## config.mk

```make
export PLATFORM = sky130hd
export DESIGN_NAME = pc_fetch_flat
export DESIGN_NICKNAME = d
export VERILOG_FILES = /design/src/rtl/pc_fetch_if.sv /design/src/rtl/pc_fetch.sv /design/src/flat_wrapper.sv
export SDC_FILE = /design/constraint.sdc
export NUM_CORES = 1
export LEC_CHECK = 0
export ABC_CLOCK_PERIOD_IN_PS = 4300
export CAP_MARGIN = 20
export CORE_AREA = 2 2 134 136
export CTS_CLUSTER_DIAMETER = 40
export DETAILED_ROUTE_END_ITERATION = 10
export DIE_AREA = 0 0 136 138
export PLACE_DENSITY = 0.68
export REMOVE_ABC_BUFFERS = 1
export SYNTH_ARGS = -nofsm -noshare
export SYNTH_HDL_FRONTEND = slang
export SYNTH_SLANG_ARGS = --single-unit
```

## constraint.sdc

```tcl
create_clock -name clk -period 4.3 [get_ports clk]
set_input_delay 0.43 -clock clk [delete_from_list [all_inputs] [get_ports clk]]
set_output_delay 0.43 -clock clk [all_outputs]
set_load 0.005 [all_outputs]
```

## src/rtl/pc_fetch_if.sv

```systemverilog
// Fetch-unit bus bundle: redirect inputs, instruction-memory port and decode handshake.
// The master modport is the fetch unit; the slave modport is its environment.
interface pc_fetch_if;
    logic        should_branch;
    logic [31:0] branch_target;
    logic        stall;
    logic        imem_req_valid;
    logic        imem_req_ready;
    logic [31:0] imem_req_addr;
    logic        imem_rsp_valid;
    logic [31:0] imem_rsp_data;
    logic        if_valid;
    logic        if_ready;
    logic [31:0] if_instr;
    logic [31:0] if_pc;
    logic        flush;
    logic [15:0] redirect_cnt;

    modport master (
        input  should_branch, branch_target, stall,
        input  imem_req_ready, imem_rsp_valid, imem_rsp_data, if_ready,
        output imem_req_valid, imem_req_addr, if_valid, if_instr, if_pc,
        output flush, redirect_cnt
    );

    modport slave (
        output should_branch, branch_target, stall,
        output imem_req_ready, imem_rsp_valid, imem_rsp_data, if_ready,
        input  imem_req_valid, imem_req_addr, if_valid, if_instr, if_pc,
        input  flush, redirect_cnt
    );
endinterface

```

## src/rtl/pc_fetch.sv

```systemverilog
// PC / instruction-fetch front end: one outstanding imem request, a one-entry
// decode buffer, and branch redirects that squash wrong-path fetches.
module pc_fetch #(
    parameter logic [31:0] RESET_PC = 32'h0000_0000
) (
    input  logic        clk,
    input  logic        rst_n,
    pc_fetch_if.master  bus
);
    localparam int unsigned XLEN  = 32;
    localparam int unsigned CNT_W = 16;
    localparam logic [XLEN-1:0] ALIGN_MASK = ~XLEN'(3);

    typedef enum logic [1:0] {S_REQ, S_WAIT, S_DROP} state_t;

    state_t            state;
    logic [XLEN-1:0]   pc;
    logic [XLEN-1:0]   pc_inflight;
    logic [XLEN-1:0]   instr_q;
    logic [XLEN-1:0]   instr_pc_q;
    logic              buf_valid;
    logic              flush_q;
    logic [CNT_W-1:0]  cnt_q;
    logic              req_valid_c;
    logic              if_valid_c;

    // A new request needs an idle port and a buffer that is empty or draining this cycle.
    always_comb begin
        req_valid_c = rst_n & (state == S_REQ) & ~bus.stall & ~bus.should_branch
                    & (~buf_valid | bus.if_ready);
        if_valid_c  = buf_valid & ~bus.should_branch;
    end

    assign bus.imem_req_valid = req_valid_c;
    assign bus.imem_req_addr  = pc;
    assign bus.if_valid       = if_valid_c;
    assign bus.if_instr       = instr_q;
    assign bus.if_pc          = instr_pc_q;
    assign bus.flush          = flush_q;
    assign bus.redirect_cnt   = cnt_q;

    always_ff @(posedge clk) begin
        if (!rst_n) begin
            state       <= S_REQ;
            pc          <= RESET_PC;
            pc_inflight <= '0;
            instr_q     <= '0;
            instr_pc_q  <= '0;
            buf_valid   <= 1'b0;
            flush_q     <= 1'b0;
            cnt_q       <= '0;
        end else begin
            flush_q <= bus.should_branch;
            if (bus.should_branch) begin
                // Redirect wins; an outstanding fetch becomes stale unless it returns now.
                pc        <= bus.branch_target & ALIGN_MASK;
                buf_valid <= 1'b0;
                if (cnt_q != '1) begin
                    cnt_q <= cnt_q + CNT_W'(1);
                end
                case (state)
                    S_WAIT:  state <= bus.imem_rsp_valid ? S_REQ : S_DROP;
                    S_DROP:  state <= bus.imem_rsp_valid ? S_REQ : S_DROP;
                    default: state <= S_REQ;
                endcase
            end else begin
                if (if_valid_c && bus.if_ready) begin
                    buf_valid <= 1'b0;
                end
                case (state)
                    S_REQ: begin
                        if (req_valid_c && bus.imem_req_ready) begin
                            pc_inflight <= pc;
                            pc          <= pc + XLEN'(4);
                            state       <= S_WAIT;
                        end
                    end
                    S_WAIT: begin
                        if (bus.imem_rsp_valid) begin
                            instr_q    <= bus.imem_rsp_data;
                            instr_pc_q <= pc_inflight;
                            buf_valid  <= 1'b1;
                            state      <= S_REQ;
                        end
                    end
                    S_DROP: begin
                        if (bus.imem_rsp_valid) begin
                            state <= S_REQ;
                        end
                    end
                    default: state <= S_REQ;
                endcase
            end
        end
    end
endmodule

```

## src/flat_wrapper.sv

```systemverilog
// flat-port wrapper written by rule: the top's interface ports become plain ports
module pc_fetch_flat 
#(
    parameter logic [31:0] RESET_PC = 32'h0000_0000
)
  (clk, rst_n, bus_should_branch, bus_branch_target, bus_stall, bus_imem_req_ready, bus_imem_rsp_valid, bus_imem_rsp_data, bus_if_ready, bus_imem_req_valid, bus_imem_req_addr, bus_if_valid, bus_if_instr, bus_if_pc, bus_flush, bus_redirect_cnt);
  pc_fetch_if bus_i ();
  input  logic clk;
  input  logic rst_n;
  input wire logic [$bits(bus_i.should_branch)-1:0] bus_should_branch;
  input wire logic [$bits(bus_i.branch_target)-1:0] bus_branch_target;
  input wire logic [$bits(bus_i.stall)-1:0] bus_stall;
  input wire logic [$bits(bus_i.imem_req_ready)-1:0] bus_imem_req_ready;
  input wire logic [$bits(bus_i.imem_rsp_valid)-1:0] bus_imem_rsp_valid;
  input wire logic [$bits(bus_i.imem_rsp_data)-1:0] bus_imem_rsp_data;
  input wire logic [$bits(bus_i.if_ready)-1:0] bus_if_ready;
  output wire logic [$bits(bus_i.imem_req_valid)-1:0] bus_imem_req_valid;
  output wire logic [$bits(bus_i.imem_req_addr)-1:0] bus_imem_req_addr;
  output wire logic [$bits(bus_i.if_valid)-1:0] bus_if_valid;
  output wire logic [$bits(bus_i.if_instr)-1:0] bus_if_instr;
  output wire logic [$bits(bus_i.if_pc)-1:0] bus_if_pc;
  output wire logic [$bits(bus_i.flush)-1:0] bus_flush;
  output wire logic [$bits(bus_i.redirect_cnt)-1:0] bus_redirect_cnt;
  assign bus_i.should_branch = bus_should_branch;
  assign bus_i.branch_target = bus_branch_target;
  assign bus_i.stall = bus_stall;
  assign bus_i.imem_req_ready = bus_imem_req_ready;
  assign bus_i.imem_rsp_valid = bus_imem_rsp_valid;
  assign bus_i.imem_rsp_data = bus_imem_rsp_data;
  assign bus_i.if_ready = bus_if_ready;
  assign bus_imem_req_valid = bus_i.imem_req_valid;
  assign bus_imem_req_addr = bus_i.imem_req_addr;
  assign bus_if_valid = bus_i.if_valid;
  assign bus_if_instr = bus_i.if_instr;
  assign bus_if_pc = bus_i.if_pc;
  assign bus_flush = bus_i.flush;
  assign bus_redirect_cnt = bus_i.redirect_cnt;
  pc_fetch #(.RESET_PC(RESET_PC)) u_core (.clk(clk), .rst_n(rst_n), .bus(bus_i));
endmodule
```

### Yosys cells after proc, flatten, opt, wreduce, memory -nomap -nowiden

Cells that the tools add are included.

* flip-flop bits (word level): 148
* bits of input ports: 71
* output and inout bits: 115
* logic and storage cells: 51

* add/sub/neg operators: 2
* equality and inequality tests: 5
* muxes and demuxes: 12
* bitwise logic cells: 10
* reductions and logical operators: 13

Operators by type and width (number)
* $mux W32: 3
* $add A32 B3 Y32 const B: 1
* $add A16 B1 Y16 const B: 1
* $ne A16 B16 Y1 const B: 1
* $mux W2: 5
* $reduce_and A2 Y1: 4
* $reduce_and A3 Y1: 2
* $and A1 B1 Y1: 5
* $not A1 Y1: 4
* $pmux W2 S2: 1
* $reduce_bool A2 Y1: 2
* $reduce_or A2 Y1: 2
* $mux W1: 3
* $ne A3 B1 Y1 const B: 1
* $ne A3 B3 Y1 const B: 1
* $eq A2 B1 Y1 const B: 1
* $eq A2 B2 Y1 const B: 1
* $logic_and A1 B1 Y1: 2
* $logic_not A2 Y1: 1
* $or A1 B1 Y1: 1

### Logic depth before layout (Yosys ltp)

* depth after elaboration: 9
* depth in mapped cells: 9

### Least setup slack after synthesis

Ideal clock, no wire load.

* path kind: flip-flop to flip-flop
* start point: reg u_core.state[1]
* end point: reg u_core.pc[18] (netlist: u_core.bus.imem_req_addr[18])
* library setup time: 74 ps
* arrival time: 1803 ps
* slack: 2423 ps
* cell stages (with the launch flop): 8
* cell sequence: dfxtp_1 inv_1 ha_1 nand4b_4 or3_1 buf_2 or4_1 a31oi_1

* cells in the longest elaborated chain, start to end: 8
* elaborated cells on any way between the ends: 9
* classes of those cells: bitwise (4); reduce/logical (5)

Ends and longest elaborated chain
* from (decl): line pc_fetch.sv:16 `state_t state;`
* from (signal assigned): line pc_fetch.sv:62 `S_WAIT: state <= bus.imem_rsp_valid ? S_REQ : S_DROP;`
* from (signal assigned): line pc_fetch.sv:63 `S_DROP: state <= bus.imem_rsp_valid ? S_REQ : S_DROP;`
* $logic_not A2 Y1 *: line pc_fetch.sv:29, pc_fetch.sv:70
* $and A1 B1 Y1 (3 in series): line pc_fetch.sv:29 `req_valid_c = rst_n & (state == S_REQ) & ~bus.stall & ~bus.should_branch`
* $and A1 B1 Y1: line pc_fetch.sv:30 `& (~buf_valid | bus.if_ready);`
* $logic_and A1 B1 Y1: line pc_fetch.sv:72 `if (req_valid_c && bus.imem_req_ready) begin`
* $reduce_bool A2 Y1 (no line)
* $reduce_and A2 Y1 (no line) *
* to (signal assigned): line pc_fetch.sv:56 `pc <= bus.branch_target & ALIGN_MASK;`
* to (signal assigned): line pc_fetch.sv:74 `pc <= pc + XLEN'(4);`
* to (decl): line pc_fetch.sv:17 `logic [XLEN-1:0] pc;`

Mark *: on every way between the ends. The rest lies on a longest branch, timed or not.
A chain may end at the register's enable or synchronous reset.

### Final worst setup path

* start point: in bus_should_branch
* end point: out bus_imem_req_valid

* cells in the longest elaborated chain, start to end: 3

Ends and longest elaborated chain
* from (decl): line flat_wrapper.sv:10 `input wire logic [$bits(bus_i.should_branch)-1:0] bus_should_branch;`
* $not A1 Y1: line pc_fetch.sv:29
* $and A1 B1 Y1: line pc_fetch.sv:29
* $and A1 B1 Y1: line pc_fetch.sv:30
* to (decl): line flat_wrapper.sv:17 `output wire logic [$bits(bus_i.imem_req_valid)-1:0] bus_imem_req_valid;`

No other way between the ends.

==> results.md <==
* CORE AREA at 0.01753 mm2
* TritonCTS clock tree: built
* Port buffer count at 179
* Vias at 5762
* Placer Congestion at just under 0.8
* Power Total at 0.003075 W
* Final-report setup violation count at 0
* Worst EP arrival at 2.65 ns
* Layout cells sized above 1 at under 10%
* Rows at 49
* DPL Wire Length at between 10000 and 15000 um
* Clock share of power at 47.6%
* Worst setup margin at about 1.2 ns
* Wirelength, routed at 17600 um
* Relative slew slack at 29.88%
* Pre-CTS WS at 1.058 ns
* Met1 wire length at 8020 um
* Clock sinks at roughly 140
* # fillers at about 1800
* Synth Instances at 754
* DRT Pass-1 Iters at 5
* Pwr/cell area at 361.0 mW/mm2
* Switching Share at 23.02%
* Count leader, synth: nand2_1
* Clock-pin slew on the worst setup and hold paths at roughly 0.06 ns
* Fin crit period at 3.082 ns
* VDD IR max at 0.2631 mV
* Io pins at 186
* Crit-path cells: clkdlybuf4s50_1, buf_4, clkinv_1, nand2_1, nor4_1, clkdlybuf4s50_1
* Final core utilization at 48.59%
* Area Overhead vs Synth at 43.08%
* Status: finished clean
* Commonest cells post-synth: nand2_1 (216), dfxtp_1 (142), a21oi_1 (122)
* Biggest area consumer among synthesized cells: dfxtp_1
* # Max-Cap Violations at 0
* Final Slew Violations at 0
* DR vias/cell at between 4 and 5
* # hold bufs at CTS at 0
* Slowest stage delay, CP at 0.55 ns
* Post-CTS setup buffers at 0
* Yosys reg bits at roughly 140
* Die width at 136 um
* Post-synth EDFFs at 0
* Asr flop ratio synth at 0%
* Crit-path slowest cell: clkdlybuf4s50_1
* Sequential power share at 44.9%
* Synth Flop Type: dfxtp_1
* Vias in the first global route at between 5000 and 6000
* Ranking of synthesized cells by area: dfxtp_1 (48%), nand2_1 (14%), a21oi_1 (10%)
* Worst-Skew Late Latency at 0.42 ns
* Post-cts resize count at 0
* R2R setup slack at 1.71 ns
* Final hold vios at 0
* Skew final at 0.007334 ns
* Share of the yosys chip area belonging to registers at a little under half
* Number of remaining DRC errors at 0
* Total number of yosys warnings at 0
* Worst EP required at 3.87 ns
* Yosys cell types at 57
* Net Sw Power at slightly above 0.0007 W
* # H-tree levels at 4
* Crit. End Element: primary output
* Setup TNS Final at 0 ns
* DIE AREA at 0.01877 mm2
* Initial antenna violation count at 0
* Met3 routed WL at 1259 um
* N_diodes at 0
* CP startpoint kind: primary input
* Wire per inst at 15.25 um
* Internal power at 0.002367 W
* Reg-to-Reg Start: u_core.state[1]$_SDFFE_PN0P_
* TritonCTS buffer count at 17
* Fmax at 324.4 MHz
* Crit Path Max Fanout at 21
* DRT antenna net count at 0
* P_leak at 2.846 nW
* Mapped Area at 0.005954 mm2
* Classification of the worst setup path: primary input to primary output
* Comb pwr share at under 10%
* Uppermost routed layer: met4
* Hold Path Class: flop to flop
* Min-delay src: u_core.pc_inflight[15]$_SDFFE_PN0P_
* Area share of the largest cell type after synthesis at roughly 48%
* Crit path from: bus_should_branch
* CP dominant cell by count: clkdlybuf4s50_1
* Clock Tree Root: clkbuf_16
* First-pass GRT wire length at roughly 28000 um
* Bufs on Longest Clock Path at 2
* Avg Inst Size Synth at 7.897 um2
* Fin nets at 987
* Unrepaired setup endpoints after global routing: no
* Worst Tran Pin Value at between 1 and 1.5 ns
* Period utilisation layout at 71.69%
* Initial DRC count at 341
* GR Overflow Total at 0
* Starting Density at 33.96%
* Total GRT Usage at 18.57%
* Die Ht at 138 um
* Met2 wire len at about 8100 um
* Largest net degree at the start of global routing at 68
-- through the flow --
step | instance area, um2 | hold slack, ns | std cells
3_5_place_dp | 7933 | 0.4433 | 1122
4_1_cts | 8519 | 0.4530 | 1154
2_1_floorplan | 5731 | 0.4321 | 703
6_report | 8519 | 0.4501 | 1154
3_3_place_gp | 7933 | 0.4383 | 1122
5_1_grt | 8519 | 0.4630 | 1154
-- power by group through the flow --
stage,sequential (W),clock [W],combinational [W]
after floorplan,0.00140,0,0.0000788
after global placement,0.00141,0,0.000232
after detailed placement,0.00141,0,0.000234
after CTS,0.00138,0.00150,0.000235
after global routing,0.00138,0.00156,0.000253
final,0.00138,0.00146,0.000233
-- path summary, 6_finish.rpt --
path / cells past startpoint / endpoint
min reg2reg: 2 / u_core.bus.if_pc[15]$_SDFFE_PN0P_
max reg2reg: 6 / u_core.bus.imem_req_addr[18]$_SDFFE_PN0P_
min: 2 / u_core.bus.if_pc[15]$_SDFFE_PN0P_
max: 6 / bus_imem_req_valid
-- layout by cell type (no fill, tap or decap), drive strengths merged, types with 9 or more instances in the layout --
cell / count
nor2: 29
nor4: 9
nand4: 20
o21ai: 13
clkbuf: 22
buf: 11
a21oi: 122
and3: 13
nor3: 12
xor2: 11
dfxtp: 142
nand3: 24
clkdlybuf4s50: 179
nand2: 216
xnor2: 10
-- layout make-up --
cell class	count	area, um2	share of cell area (%)
multi-input combinational	553	2872	33.71
clock inverter	10	112.6	1.322
timing repair buffer	190	1899	22.29
tap	229	286.5	3.363
sequential	142	2843	33.37
clock buffer	22	474.2	5.566
inverter	8	32.53	0.3818
-- cell families after synthesis --
kind of cell / synth area share, %
fa+ha+maj: 0.8405
flops: 47.74
buf+inv: 4.455
compound gates: 15.63
mux: 1.093
xor+xnor: 3.089
simple gates: 27.09
other cells: 0.06298
-- critical path, delay by kind of cell --
| kind | cells | cell delay [ns] |
|---|---|---|
| buffers and inverters | 4 | 1.76 |
| and+or+nand+nor | 2 | 0.45 |
-- layer usage --
| metal | up-vias | GRT usage [%] |
|---|---|---|
| li1 | 2899 | - |
| met1 | 2675 | 24.35 |
| met2 | 173 | 29.91 |
| met3 | 15 | 5.244 |
| met4 | 0 | 4.989 |
| met5 | - | 0 |
-- state kept, by name, summed over array words and instances, names as in the netlist --
signal,count
u_core.bus.if_pc,30
u_core.pc_inflight,30
u_core.bus.flush,1
u_core.bus.imem_req_addr,30
u_core.bus.redirect_cnt,16
u_core.bus.if_instr,32
u_core.state,2
u_core.buf_valid,1
(Power assumes the default switching activity.)
